==> config.mk <==
export PLATFORM = sky130hd
export DESIGN_NAME = boot_bus_ctrl
export DESIGN_NICKNAME = d
export VERILOG_FILES = /design/src/rtl/boot_bus_ctrl.sv
export SDC_FILE = /design/constraint.sdc
export NUM_CORES = 1
export LEC_CHECK = 0
export BUFFER_PORTS_ARGS = -buffer_cell sky130_fd_sc_hd__clkbuf_2
export CORE_MARGIN = 8
export CORE_UTILIZATION = 45
export CTS_CLUSTER_SIZE = 14
export DETAILED_ROUTE_END_ITERATION = 8
export PLACE_DENSITY_LB_ADDON = 0.25
export RECOVER_POWER = 100
export SYNTH_ARGS = -nofsm -noshare
export SYNTH_HDL_FRONTEND = slang
export SYNTH_SLANG_ARGS = --single-unit
==> constraint.sdc <==
create_clock -name clk -period 1.55 [get_ports clk]
set_input_delay 0.0775 -clock clk [delete_from_list [all_inputs] [get_ports clk]]
set_output_delay 0.0775 -clock clk [all_outputs]
set_load 0.01 [all_outputs]
==> src/rtl/boot_bus_ctrl.sv <==
// boot_bus_ctrl: CPU read/write bus controller for the 8080-style computer.
// With BOOT_OVERLAY_EN defined, the first three CPU reads return a JMP BOOT_VEC
// opcode stream. After that, every access is decoded to the boot ROM (upper
// pages) or to RAM, with per-target wait states and a level ready handshake.
// With BOOT_OVERLAY_EN undefined, the controller starts decoding straight out of reset.
module boot_bus_ctrl #(
    parameter logic [15:0] BOOT_VEC = 16'hFD00,
    parameter int unsigned ROM_WAIT = 2,
    parameter int unsigned RAM_WAIT = 0
) (
    input  logic        clk,
    input  logic        reset,
    input  logic [15:0] cpu_addr,
    input  logic        cpu_rd,
    input  logic        cpu_wr,
    output logic [7:0]  cpu_din,
    output logic        cpu_ready,
    output logic        rom_rd,
    input  logic [7:0]  rom_data,
    output logic        ram_rd,
    output logic        ram_wr,
    input  logic [7:0]  ram_data,
    output logic        boot_active
);

    localparam logic [2:0] StIdle = 3'd3;
    localparam logic [2:0] StWait = 3'd4;
    localparam logic [2:0] StHold = 3'd5;
`ifdef BOOT_OVERLAY_EN
    localparam logic [2:0] StB0    = 3'd0;
    localparam logic [2:0] StB1    = 3'd1;
    localparam logic [2:0] StB2    = 3'd2;
    localparam logic [2:0] StReset = StB0;
`else
    localparam logic [2:0] StReset = StIdle;
`endif

    localparam logic [2:0] RomWaitCnt = 3'(ROM_WAIT);
    localparam logic [2:0] RamWaitCnt = 3'(RAM_WAIT);

    logic [2:0] state_q, state_d;
    logic [2:0] ret_q, ret_d;       // state to resume once the CPU releases cpu_rd
    logic [2:0] cnt_q, cnt_d;
    logic       sel_rom_q, sel_rom_d;
    logic [7:0] din_q, din_d;
    logic       ready_q, ready_d;
    logic       rom_rd_q, rom_rd_d;
    logic       ram_rd_q, ram_rd_d;
    logic       ram_wr_q, ram_wr_d;
    logic       rd_q, rd_d;
    logic       wr_q, wr_d;
`ifdef BOOT_OVERLAY_EN
    logic       boot_q, boot_d;
`endif

    logic rd_edge;
    logic wr_edge;
    logic rom_region;
    logic unused_addr_lo;

    assign rd_edge    = cpu_rd & ~rd_q;
    assign wr_edge    = cpu_wr & ~wr_q;
    assign rom_region = (cpu_addr[15:8] >= BOOT_VEC[15:8]);
    // Only the page number takes part in decode.
    assign unused_addr_lo = ^cpu_addr[7:0];

    // Next-state logic: overlay, decode, wait countdown and ready handshake.
    always_comb begin
        state_d   = state_q;
        ret_d     = ret_q;
        cnt_d     = cnt_q;
        sel_rom_d = sel_rom_q;
        din_d     = din_q;
        ready_d   = ready_q;
        rom_rd_d  = 1'b0;
        ram_rd_d  = 1'b0;
        ram_wr_d  = 1'b0;
        rd_d      = cpu_rd;
        wr_d      = cpu_wr;
`ifdef BOOT_OVERLAY_EN
        boot_d    = boot_q;
`endif
        case (state_q)
`ifdef BOOT_OVERLAY_EN
            StB0: begin
                if (rd_edge) begin
                    din_d   = 8'hC3;
                    ready_d = 1'b1;
                    ret_d   = StB1;
                    state_d = StHold;
                end
            end
            StB1: begin
                if (rd_edge) begin
                    din_d   = BOOT_VEC[7:0];
                    ready_d = 1'b1;
                    ret_d   = StB2;
                    state_d = StHold;
                end
            end
            StB2: begin
                if (rd_edge) begin
                    din_d   = BOOT_VEC[15:8];
                    ready_d = 1'b1;
                    ret_d   = StIdle;
                    state_d = StHold;
                end
            end
`endif
            StIdle: begin
                // A read wins over a simultaneous write.
                if (rd_edge) begin
                    sel_rom_d = rom_region;
                    if (rom_region) begin
                        rom_rd_d = 1'b1;
                        cnt_d    = RomWaitCnt;
                    end else begin
                        ram_rd_d = 1'b1;
                        cnt_d    = RamWaitCnt;
                    end
                    state_d = StWait;
                end else if (wr_edge && !rom_region) begin
                    ram_wr_d = 1'b1;
                end
            end
            StWait: begin
                if (cnt_q == 3'd0) begin
                    din_d   = sel_rom_q ? rom_data : ram_data;
                    ready_d = 1'b1;
                    ret_d   = StIdle;
                    state_d = StHold;
                end else begin
                    cnt_d = cnt_q - 3'd1;
                end
            end
            StHold: begin
                if (!cpu_rd) begin
                    ready_d = 1'b0;
                    state_d = ret_q;
`ifdef BOOT_OVERLAY_EN
                    if (ret_q == StIdle) begin
                        boot_d = 1'b0;
                    end
`endif
                end
            end
            default: state_d = StReset;
        endcase
    end

    // State and output registers with synchronous reset.
    always_ff @(posedge clk) begin
        if (reset) begin
            state_q   <= StReset;
            ret_q     <= StIdle;
            cnt_q     <= 3'd0;
            sel_rom_q <= 1'b0;
            din_q     <= 8'h00;
            ready_q   <= 1'b0;
            rom_rd_q  <= 1'b0;
            ram_rd_q  <= 1'b0;
            ram_wr_q  <= 1'b0;
            rd_q      <= 1'b0;
            wr_q      <= 1'b0;
`ifdef BOOT_OVERLAY_EN
            boot_q    <= 1'b1;
`endif
        end else begin
            state_q   <= state_d;
            ret_q     <= ret_d;
            cnt_q     <= cnt_d;
            sel_rom_q <= sel_rom_d;
            din_q     <= din_d;
            ready_q   <= ready_d;
            rom_rd_q  <= rom_rd_d;
            ram_rd_q  <= ram_rd_d;
            ram_wr_q  <= ram_wr_d;
            rd_q      <= rd_d;
            wr_q      <= wr_d;
`ifdef BOOT_OVERLAY_EN
            boot_q    <= boot_d;
`endif
        end
    end

    assign cpu_din   = din_q;
    assign cpu_ready = ready_q;
    assign rom_rd    = rom_rd_q;
    assign ram_rd    = ram_rd_q;
    assign ram_wr    = ram_wr_q;
`ifdef BOOT_OVERLAY_EN
    assign boot_active = boot_q;
`else
    assign boot_active = 1'b0;
`endif

endmodule

# == Word level (Yosys, flattened, before mapping) ==
# Index checks and enable logic that the tools add are counted.
# word_totals
regBits,21
input_bits,36
output_inout_bits,13
elab_cells,52
# classes
addsub,1
n_lt_le_gt_ge,1
n_eq_ne,7
n_mux,15
n_bitwise,6
reduce_logical,12
# ops
cell,count
$mux 3,5
$pmux 3 s3,1
$reduce_and 3->1,3
$ge 8x8->1 const B,1
$mux 8,1
$ne 2x2->1 const B,4
$eq 3x3->1 const B,2
$pmux 3 s2,1
$reduce_or 3->1,2
$mux 1,5
$not 1->1,4
$reduce_and 2->1,2
$reduce_bool 2->1,2
$eq 3x2->1 const B,1
$logic_not 3->1,1
$sub 3x1->3 const B,1
$and 1x1->1,2
$mux 2,1
$pmux 1 s2,1
$logic_and 1x1->1,1
$logic_not 1->1,1

# == Depth between registers and ports, before layout ==
# depth
ltp_word,4
mapped_depth,6
ltp_nobuf,5

# == Least setup slack after synthesis ==
# No wires, ideal clock.
# synth_path
path_type,register to register
from,reg cnt_q[0]
to,reg state_q[0]
setup_time_ns,0.122
arrival_ns,1.218
required_ns,1.428
path_slack_ns,0.210
stages_incl_launch_ff,6
n_path_buf,0
period_less_slack_ns,1.340
cell_sequence,dfxtp_1 > inv_1 > ha_1 > or2b_4 > o211ai_1 > a221o_1
# synth_via
elab_chain_cells,3
# synth_rtl
item,line,source
start: declaration,43,"logic [2:0] cnt_q, cnt_d;"
start signal: assignment,171,cnt_q <= cnt_d;
$logic_not 3->1,127,if (cnt_q == 3'd0) begin
$ne 2x2->1 (no line),-,
$reduce_and 3->1 (no line),-,
end signal: assignment,154,state_q <= StReset;
end signal: assignment,169,state_q <= state_d;
end: declaration,41,"logic [2:0] state_q, state_d;"
# No other way between the ends.
# A chain may end at the register's enable or synchronous reset.

# == Worst setup path after layout ==
# layout_path
from,reg state_q[0]
to,reg cnt_q[2]
# layout_via
elab_chain_cells,3
elab_cells_between_ends,7
classes_between,eq/ne: 4; mux: 1; reduce/logical: 2
# layout_rtl
item,line,source
$eq 3x3->1 or $eq 3x2->1 (tied branches),83,case (state_q)
$ne 2x2->1 (no line) or $reduce_bool 2->1 (tied branches),-,
$reduce_and 3->1 (no line),-,
# Several ways; a longest one is shown, not always the timed one.

==> results.tsv <==
metric	value	unit
design_area	0.00126	mm^2
worst_setup_path_end_kind	flip-flop	
finalCritPeriodShare	94.2	%
multi_input_logic_area	559	um^2
power.static_leakage	0.516	nW
postPlaceCellArea	0.00122	mm^2
critical_path.reg2reg.startpoint	state_q[0]$_SDFFE_PP1P_	
fin_crit	1.46	ns
vias	912	
insertion_delay	0.31	ns
initial_standard_cell_utilization_of_the_core	47.3	%
fin_util	57.3	%
sequential_cell_area	420	um^2
critical-path-top-delay-family	flip-flops	
place.gp.congestion	0.718	
holdCritPathClass	input port to flip-flop	
drt.antenna.violating_nets	0	
nFillCells	211	
slew_viol_final	0	
post_synth_inst_count	103	
synth.mux.area_fraction	7.73	%
path_buf_inv	0	
synthDistinctLibCells	44	
data_arrival_time_of_the_critical_path	1.66	ns
critical_path_cell_count	3	
timing_hold_violations_final	0	
postRouteWirelength	2500	um
synth_enable_flop_cells	0	
synth_adder_area_share	2.42	%
yosysWarningCount	0	
route.detailed.drc	0	
min_delay_path_depth	2	
yosys.area.top_type_share	40.6	%
placementRows	17	
ys_ff_latch	21	
ioPinCount	49	
finalSetupTns	0	ns
antenna_cells	0	
grt_setup_unrepaired	false	
power_density	793	mW/mm^2
die_w	64.0	um
synthArstFlopShare	0	%
number_of_global_route_vias_before_repair	918	
worst_setup_hold_path_clk_slew	0.13	ns
r2r-end	cnt_q[2]$_SDFFE_PP0P_	
setup_viol	0	
synth_fp_nets	141	
hold_path_end	wr_q$_SDFF_PP0_	
critPathSlowestCell	sky130_fd_sc_hd__dfxtp_1	
synth-main-ff-cell	sky130_fd_sc_hd__dfxtp_1	
timing.final.ws_setup	0.0899	ns
synth_compound_gate_area_share	22.2	%
synthSimpleGateAreaFrac	20.7	%
reg2reg_setup_slack	0.09	ns
timing.critical_path.from_type	flip-flop	
cell_type_with_the_highest_aggregate_area_in_the_netlist	sky130_fd_sc_hd__dfxtp_1	
synthXorXnorAreaFrac	0	%
post_route_cells_drive_above_1_share	29.6	%
grt_overflow	0	
vertical_die_dimension	64.0	um
antenna_found_initial	0	
length_in_cells_of_the_worst_reg_to_reg_path	3	
global_route.usage.total	11.6	%
port_buffers	39	
ctsRootBufferMaster	sky130_fd_sc_hd__clkbuf_4	
cp_max_fo	9	
detailedRoute.firstIterationViolations	7	
worst_ep_required_time	1.75	ns
max_cap_violations	0	
avgViaCountPerCell	5.36	
main_combinational_cell_family_by_area_after_synthesis	compound AO/OA/AOI/OAI gates	
die_area	0.00409	mm^2
hp-start	cpu_wr	
grt_pass1_wl	4000	um
skew	0.0169	ns
post_synth_design_cell_area	0.00104	mm^2
syn_area_per_cell	10.1	um^2
outcome	completed	
slowest_delay	0.59	ns
dp.final_hpwl	1930	um
cp_cell_sequence	and3b_1 -> nand2_1 -> a41o_1	
drt_pre_antenna_iters	2	
fp.coreArea	0.00219	mm^2
maximum_vdd_drop	0.529	mV
ys_seq_area_share	40.6	%
yosys-top-cells-area	sky130_fd_sc_hd__dfxtp_1 41%, sky130_fd_sc_hd__mux2i_1 7.7%, sky130_fd_sc_hd__a211oi_1 5.8%	
pin_count_of_the_biggest_net_entering_global_routing	21	
finish.net_count	181	
detail_route.wl_per_cell	14.7	um
max-clock-path-buffers	2	
cts_buffers	3	
detailedPlace.worstSlack	-0.0417	ns
tritoncts_num_sinks	21	
areaGrowthSynthToFinish	21.3	%
path_class	flip-flop to flip-flop	
tritoncts	done	
cts_htree_levels	1	
fmaxAchievable	685	MHz
sequential cells by signal (all words and copies together) (netlist names):
signal,count
cpu_din,8
wr_q,1
cpu_ready,1
ram_wr,1
cnt_q,3
sel_rom_q,1
rd_q,1
ram_rd,1
rom_rd,1
state_q,3
routing by layer:
| metal | routed length, um | GRT usage, % |
|---|---|---|
| met2 | 1270 | 20.8 |
| met4 | 17 | 5.01 |
| met3 | 82 | 2.44 |
| met5 | 0 | 0 |
| met1 | 1130 | 12.8 |
through the flow:
stage | power, W | std cells | hold WS (ns)
CTS | 0.000997 | 168 | 0.0159
global route | 0.00105 | 170 | 0.00482
floorplan | 0.000690 | 103 | 0.206
global placement | 0.000734 | 164 | 0.337
detailed placement | 0.000738 | 164 | 0.342
finish | 0.000996 | 170 | 0.0237
layout by cell type, fill, tap and decap left out, drive strengths merged, types with 2 or more instances in the layout:
| cell | n |
|---|---|
| mux2i | 8 |
| o21ai | 2 |
| buf | 3 |
| a31o | 2 |
| nor2b | 4 |
| ha | 2 |
| nand2 | 4 |
| clkbuf | 42 |
| nor3 | 4 |
| and4 | 2 |
| a211oi | 9 |
| dfxtp | 21 |
| inv | 3 |
| a21oi | 11 |
| nand2b | 3 |
report_power, final:
part	leakage [nW]	switching [W]	total, W	internal, W
logic	0.328	0.0000764	0.000151	0.0000746
clock network	0.0177	0.000173	0.000269	0.0000962
registers	0.171	0.0000200	0.000576	0.000556
total	0.516	0.000269	0.000996	0.000726
final cells by class:
class	instances	area share, %
Multi-Input combinational cell	72	44.5
Clock buffer	3	1.79
Sequential cell	21	33.5
Tap cell	28	2.79
Timing Repair Buffer	42	16.1
Inverter	3	0.896
Clock inverter	1	0.398
cells by family (layout without fill, tap and decap cells):
logic type / after synthesis / in the layout
buffers and inverters: 10 / 49
AO/OA/AOI/OAI: 32 / 32
multiplexers: 8 / 8
flip-flops: 21 / 21
AND/OR/NAND/NOR: 29 / 29
adder cells (fa/ha/maj): 2 / 2
other: 1 / 1
worst max path at each step:
stage                       startpoint                 endpoint
2_1_floorplan    cnt_q[0]$_SDFFE_PP0P_  state_q[0]$_SDFFE_PP1P_
3_3_place_gp     cnt_q[0]$_SDFFE_PP0P_  cpu_din[5]$_SDFFE_PP0P_
3_5_place_dp     cnt_q[0]$_SDFFE_PP0P_  cpu_din[1]$_SDFFE_PP0P_
4_1_cts          cnt_q[0]$_SDFFE_PP0P_  cpu_din[1]$_SDFFE_PP0P_
5_1_grt        state_q[2]$_SDFFE_PP0P_  cpu_din[0]$_SDFFE_PP0P_
6_report       state_q[0]$_SDFFE_PP1P_    cnt_q[2]$_SDFFE_PP0P_
Yosys cell counts, types with 2 or more instances:
| cell type | number |
|---|---|
| sky130_fd_sc_hd__dfxtp_1 | 21 |
| sky130_fd_sc_hd__a211oi_1 | 8 |
| sky130_fd_sc_hd__nor3_1 | 3 |
| sky130_fd_sc_hd__ha_1 | 2 |
| sky130_fd_sc_hd__inv_1 | 3 |
| sky130_fd_sc_hd__buf_6 | 2 |
| sky130_fd_sc_hd__a21oi_1 | 11 |
| sky130_fd_sc_hd__o21ai_0 | 2 |
| sky130_fd_sc_hd__and4_1 | 2 |
| sky130_fd_sc_hd__mux2i_1 | 8 |
| sky130_fd_sc_hd__nand2b_1 | 3 |
| sky130_fd_sc_hd__nor2b_1 | 4 |
| sky130_fd_sc_hd__nand2_1 | 3 |
repair_timing:
action	in CTS	in global routing
endpoints found under the setup margin	4	8
hold buffers	0	0
buffers inserted	0	2
resized for setup	1	2
pin swaps	0	1
No activity file was read; power rests on OpenSTA's default activity.
